**config.mk**
```make
export PLATFORM = sky130hd
export DESIGN_NAME = fifo_push_packer
export DESIGN_NICKNAME = d
export VERILOG_FILES = /design/src/rtl/fifo_push_packer.sv
export SDC_FILE = /design/constraint.sdc
export NUM_CORES = 1
export LEC_CHECK = 0
export ABC_AREA = 1
export BUFFER_PORTS_ARGS = -buffer_cell sky130_fd_sc_hd__buf_2
export CAP_MARGIN = 20
export CORE_ASPECT_RATIO = 1.2
export CORE_MARGIN = 2
export CORE_UTILIZATION = 35
export DETAILED_ROUTE_END_ITERATION = 16
export MAX_ROUTING_LAYER = met4
export PLACE_DENSITY = 0.55
export SLEW_MARGIN = 20
export SYNTH_ARGS = -nofsm -noshare
export SYNTH_HDL_FRONTEND = slang
export SYNTH_SLANG_ARGS = --single-unit
```
**constraint.sdc**
```tcl
create_clock -name clk -period 10.7 [get_ports clk]
set_input_delay 2.14 -clock clk [delete_from_list [all_inputs] [get_ports clk]]
set_output_delay 2.14 -clock clk [all_outputs]
set_load 0.02 [all_outputs]
```
**src/rtl/fifo_push_packer.sv**
```systemverilog
// Purpose : packs up to 4 source words per cycle into lanes 0..G-1 of 4 downstream FIFO banks, round-robin fair, credit-limited.
// Latency : 1 cycle from acceptance (in_k_valid & in_k_ready) to push_k / push_k_data.
// Backpres: in_k_ready is combinational from valids + state; grants stop once credits_r free entries are used up this cycle.
//
// Ports:
//   clk, rst                 rising-edge clock, asynchronous active-low reset
//   in_k_valid/data/ready    source k offer, payload, accept strobe (k = 0..3)
//   push_k / push_k_data     registered push strobe and payload for downstream lane k
//   pop_ret                  one downstream entry freed; returns a credit next cycle
//   credits_r                registered count of free downstream entries (0..4*N)
//   stall_cnt_r              only with FIFO_PUSH_PACKER_STALL_CNT_EN: saturating count of cycles
//                            in which some source was valid but not accepted
module fifo_push_packer #(
  parameter int W = 32,
  parameter int N = 8
) (
  input  logic                  clk,
  input  logic                  rst,
  input  logic                  in_0_valid,
  input  logic [W-1:0]          in_0_data,
  output logic                  in_0_ready,
  input  logic                  in_1_valid,
  input  logic [W-1:0]          in_1_data,
  output logic                  in_1_ready,
  input  logic                  in_2_valid,
  input  logic [W-1:0]          in_2_data,
  output logic                  in_2_ready,
  input  logic                  in_3_valid,
  input  logic [W-1:0]          in_3_data,
  output logic                  in_3_ready,
  output logic                  push_0,
  output logic [W-1:0]          push_0_data,
  output logic                  push_1,
  output logic [W-1:0]          push_1_data,
  output logic                  push_2,
  output logic [W-1:0]          push_2_data,
  output logic                  push_3,
  output logic [W-1:0]          push_3_data,
  input  logic                  pop_ret,
`ifdef FIFO_PUSH_PACKER_STALL_CNT_EN
  output logic [15:0]           stall_cnt_r,
`endif
  output logic [$clog2(4*N):0]  credits_r
);

  localparam int C  = 4 * N;
  localparam int CW = $clog2(C) + 1;

  logic [3:0]   valid;
  logic [3:0]   ready;
  logic [W-1:0] data [4];

  logic [1:0]   rr_ptr_r;
  logic [1:0]   rr_next;
  logic [1:0]   idx;
  logic [2:0]   avail;
  logic [2:0]   g_cnt;
  logic [3:0]   lane_vld;
  logic [W-1:0] lane_dat [4];

  logic [CW:0]  credit_sum;
  logic         overflow;

  logic [3:0]   push_r;
  logic [W-1:0] push_dat_r [4];

  assign valid   = {in_3_valid, in_2_valid, in_1_valid, in_0_valid};
  assign data[0] = in_0_data;
  assign data[1] = in_1_data;
  assign data[2] = in_2_data;
  assign data[3] = in_3_data;

  assign in_0_ready = ready[0];
  assign in_1_ready = ready[1];
  assign in_2_ready = ready[2];
  assign in_3_ready = ready[3];

  assign push_0      = push_r[0];
  assign push_1      = push_r[1];
  assign push_2      = push_r[2];
  assign push_3      = push_r[3];
  assign push_0_data = push_dat_r[0];
  assign push_1_data = push_dat_r[1];
  assign push_2_data = push_dat_r[2];
  assign push_3_data = push_dat_r[3];

  // Grant scan: walk sources from rr_ptr_r, granting each valid one while
  // credits remain. The running grant count doubles as the lane index, so
  // granted words land contiguously in lanes 0..G-1 and lanes never have holes.
  // rst gates the grants so nothing is accepted while reset is held.
  always_comb begin
    ready    = '0;
    lane_vld = '0;
    g_cnt    = '0;
    rr_next  = rr_ptr_r;
    idx      = '0;
    for (int i = 0; i < 4; i++) lane_dat[i] = '0;
    avail = (credits_r >= CW'(4)) ? 3'd4 : 3'(credits_r);
    for (int i = 0; i < 4; i++) begin
      idx = rr_ptr_r + 2'(i);
      if (rst && valid[idx] && (g_cnt < avail)) begin
        ready[idx]              = 1'b1;
        lane_vld[g_cnt[1:0]]    = 1'b1;
        lane_dat[g_cnt[1:0]]    = data[idx];
        g_cnt                   = g_cnt + 3'd1;
        rr_next                 = idx + 2'd1;
      end
    end
  end

  // Credits are consumed at acceptance; a returned credit lands next cycle.
  assign credit_sum = {1'b0, credits_r} - {{(CW-2){1'b0}}, g_cnt} + {{CW{1'b0}}, pop_ret};
  assign overflow   = credit_sum > (CW+1)'(C);

  always_ff @(posedge clk or negedge rst) begin
    if (!rst) begin
      push_r    <= '0;
      credits_r <= CW'(C);
      rr_ptr_r  <= '0;
    end else begin
      push_r    <= lane_vld;
      credits_r <= overflow ? CW'(C) : credit_sum[CW-1:0];
      rr_ptr_r  <= rr_next;
    end
  end

  // Payload is qualified by push_r, so it needs no reset.
  always_ff @(posedge clk) begin
    for (int i = 0; i < 4; i++) push_dat_r[i] <= lane_dat[i];
  end

`ifdef FIFO_PUSH_PACKER_STALL_CNT_EN
  logic stall;
  assign stall = |(valid & ~ready);

  always_ff @(posedge clk or negedge rst) begin
    if (!rst) begin
      stall_cnt_r <= '0;
    end else if (stall && (stall_cnt_r != 16'hFFFF)) begin
      stall_cnt_r <= stall_cnt_r + 16'd1;
    end
  end
`endif

`ifndef SYNTHESIS
  // A credit return with every downstream entry already free means the
  // downstream popped something it was never pushed.
  credit_overflow_a: assert property (@(posedge clk) disable iff (!rst) !overflow);
`endif

endmodule

```
==> qor.yml <==
run_status:
  outcome: "complete, no violations"
setup_path:
  reg2regPathDepth: 31
  critPathKind: "in2out"
  startpoint_type: "primary input"
  cp-startpoint: "rst"
  worstPathMaxFanout: 64
  crit_path_end_kind: "primary output"
  crit_end: "in_1_ready"
  critical_path_arrival_ns: 6.56
  reg2reg_setup_slack_ns: 2.65
  r2r_end: "credits_r[3]$_DFF_PN0_"
  required_ns: 8.56
  rr_startpoint: "rr_ptr_r[0]$_DFFE_PN0P_"
clocking:
  cts.sinks: 140
  cts_inserted_buffers: 17
  h-tree-depth: 4
  clk_pin_slew_ns: 0.07
  cts_tree: "done"
  clock_latency_ns: 0.44
  post-cts-setup-buffers: 0
  cts-resized-gates: 0
  cts_root_buf: "clkbuf_16"
  ctsHoldBuffers: 0
  cts_max_path_buffers: 2
route:
  vias: 12100
  antenna_left: 0
  drt-initial-drc-count: 1046
  drt_wl_total_mm: 40.2
  wl_per_cell_um: 17.4
  drc: 0
  vias_per_cell: 5.23
  dr.pass1.iters: 5
sta:
  whs_ns: 0.730
  hold_viol: 0
  slew_viol_final: 0
  setup_viol: 0
  maxSlewHeadroom_pct: 33.3
  setup_tns_ns: 0
  tightest_slew_ns: 1.00
  fmax_mhz: 115
  final.period_utilization_pct: 81.3
  rsz0062_at_grt: "no"
  post-route-min-period_ns: 8.70
  fin_worst_skew_ns: 0.0133
synthesis:
  synth_top_flop_cell: "dfxtp_1"
  netlist_top_cells_area: "dfxtp_1, nand2_1, o21ai_0"
  synth_cell_types: 41
  synth_edf_count: 0
  synth_top_cell_by_area: "dfxtp_1"
  ys_warn_count: 0
  avgSynthCellArea_um2: 6.18
  synth_top_area_share_pct: 24.0
  netlist_area_um2: 10700
  synth-seq-cells: 140
  async_flop_share_pct: 8.57
  synth_cells: 1728
  ys_seq_area_share_pct: 26.8
  syn_nets: 1887
grt:
  grt_max_degree: 133
  grt_use_met3_pct: 3.87
  gr-usage-met1_pct: 30.7
  grt_pass1_vias: 11000
  grt_first_pass_wirelength_mm: 60.7
  antenna_found_initial: 0
  grt-busiest-layer: "met2"
  met2_usage_pct: 40.8
  grtUsageTotal_pct: 25.4
  grt_overflow: 0
layout:
  syn2layout_area_growth_pct: 18.4
  drive_gt1_share_pct: 19.7
  antennaDiodeCount: 0
  nets: 2060
  postLayoutCellArea_um2: 12600
  post-route-util_pct: 41.8
  fill_cells: 3251
run:
  cap_violations: 0
die:
  core_um2: 30200
  initial_core_util_pct: 35.3
  dieArea_um2: 31900
  die_h_um: 195
  fp-row-count: 70
  io-pin-count: 277
  fp.dieW_um: 163
place:
  port_buffers: 276
  hpwl_mm: 27.7
  placed_area_um2: 12000
  place_congestion: 0.862
power:
  ir_drop_mv: 0.286
  fin_total_pwr_mw: 5.04
  pwr_density_cell_nw_per_um2: 399
  power_leakage_nw: 6.14
hold_path:
  hp-class: "reg2reg"
[registers in the layout, indices dropped and copies added, names as in the netlist]
register    count
push_dat_r    128
push_r          4
credits_r       6
rr_ptr_r        2
[cell families (layout without fill, tap and decap cells)]
family	Yosys count	count (layout)	share of synthesized area (%)
AND/OR/NAND/NOR	767	767	30.4
AO/OA/AOI/OAI	480	480	24.5
buffers and inverters	278	464	11.8
flip-flops	140	140	26.8
multiplexers	32	32	3.00
adder cells (fa/ha/maj)	24	24	2.88
XOR/XNOR	7	7	0.574
[through the flow]
step / worst slack, ns / std cells
2_1_floorplan: 3.69 / 1728
3_3_place_gp: 2.10 / 2277
3_5_place_dp: 1.98 / 2277
4_1_cts: 1.94 / 2309
5_1_grt: 1.62 / 2310
6_report: 2.00 / 2310
[cell type report]
type,instances,area (µm²),area share (%)
repair buffers,290,1510,11.9
clock inverters,11,168,1.33
well taps,396,495,3.92
clock buffers,21,460,3.64
flip-flops and latches,140,2870,22.7
inverters,142,543,4.30
multi-input cells,1310,6590,52.2
[cell usage after synthesis (4+ instances only)]
library cell  number
buf_1              7
clkbuf_1          84
nand3_2           31
buf_2             20
dfrtp_1           11
mux2i_1           32
nand3_1           84
o21ai_1           60
o22ai_1           37
a21oi_1           43
o211ai_1          32
xor2_1             6
buf_4             11
nand4_1            4
buf_12             4
buf_6              7
ha_1              23
dfxtp_1          128
nand2_1          590
o21ai_0          274
o31ai_1           32
nor2_1            47
inv_1            134
[report_power, final]
part	internal [mW]	switching, mW
clock network	0.402	0.246
registers	0.677	0.0584
logic	1.02	2.63
[critical path: stages]
cell and delay [ns]:
buf_2 0.31, nand3_1 0.18, nand2_1 0.08, nand2_1 0.06, nand2_2 0.68, inv_1 0.27, ha_1 0.34, xnor2_1 0.15
nand3_2 0.13, nand3_2 0.31, buf_4 0.38, nand3_1 0.13, nand2_1 0.07, inv_2 0.08, nand3_4 0.60, o21ai_1 0.39
buf_2 0.21
[worst min path at each step]
stage	startpoint	end	slack [ns]	cells after the start
final	credits_r[5]$_DFF_PN1_	credits_r[5]$_DFF_PN1_	0.73	2
after global routing	credits_r[5]$_DFF_PN1_	credits_r[5]$_DFF_PN1_	0.77	2
after CTS	credits_r[5]$_DFF_PN1_	credits_r[5]$_DFF_PN1_	0.74	2
after detailed placement	credits_r[5]$_DFF_PN1_	credits_r[5]$_DFF_PN1_	0.72	2
after global placement	credits_r[5]$_DFF_PN1_	credits_r[5]$_DFF_PN1_	0.70	2
after floorplan	rr_ptr_r[1]$_DFFE_PN0P_	rr_ptr_r[1]$_DFFE_PN0P_	0.62	4
[cells in the final DEF (no fill, tap or decap), types with 3 or more instances in the layout]
cell	count
a21oi_1	43
buf_2	276
buf_4	13
bufinv_16	4
clkbuf_16	17
clkinv_1	4
clkinv_2	3
dfrtp_1	10
dfxtp_1	128
ha_1	20
inv_1	131
inv_2	3
inv_4	4
mux2i_1	32
nand2_1	586
nand2_2	6
nand3_1	84
nand3_2	31
nand4_1	4
nor2_1	47
o211ai_1	32
o21ai_0	274
o21ai_1	59
o22ai_1	37
o31ai_1	32
xor2_1	6
[per-layer routing]
| layer | vias up | part of all wire (%) |
|---|---|---|
| met1 | 5445 | 42 |
| li1 | 6063 | - |
| met5 | - | 0 |
| met4 | 0 | 4.7 |
| met2 | 482 | 47 |
| met3 | 93 | 6.2 |
Note: power is estimated with default switching activity, not from simulation.
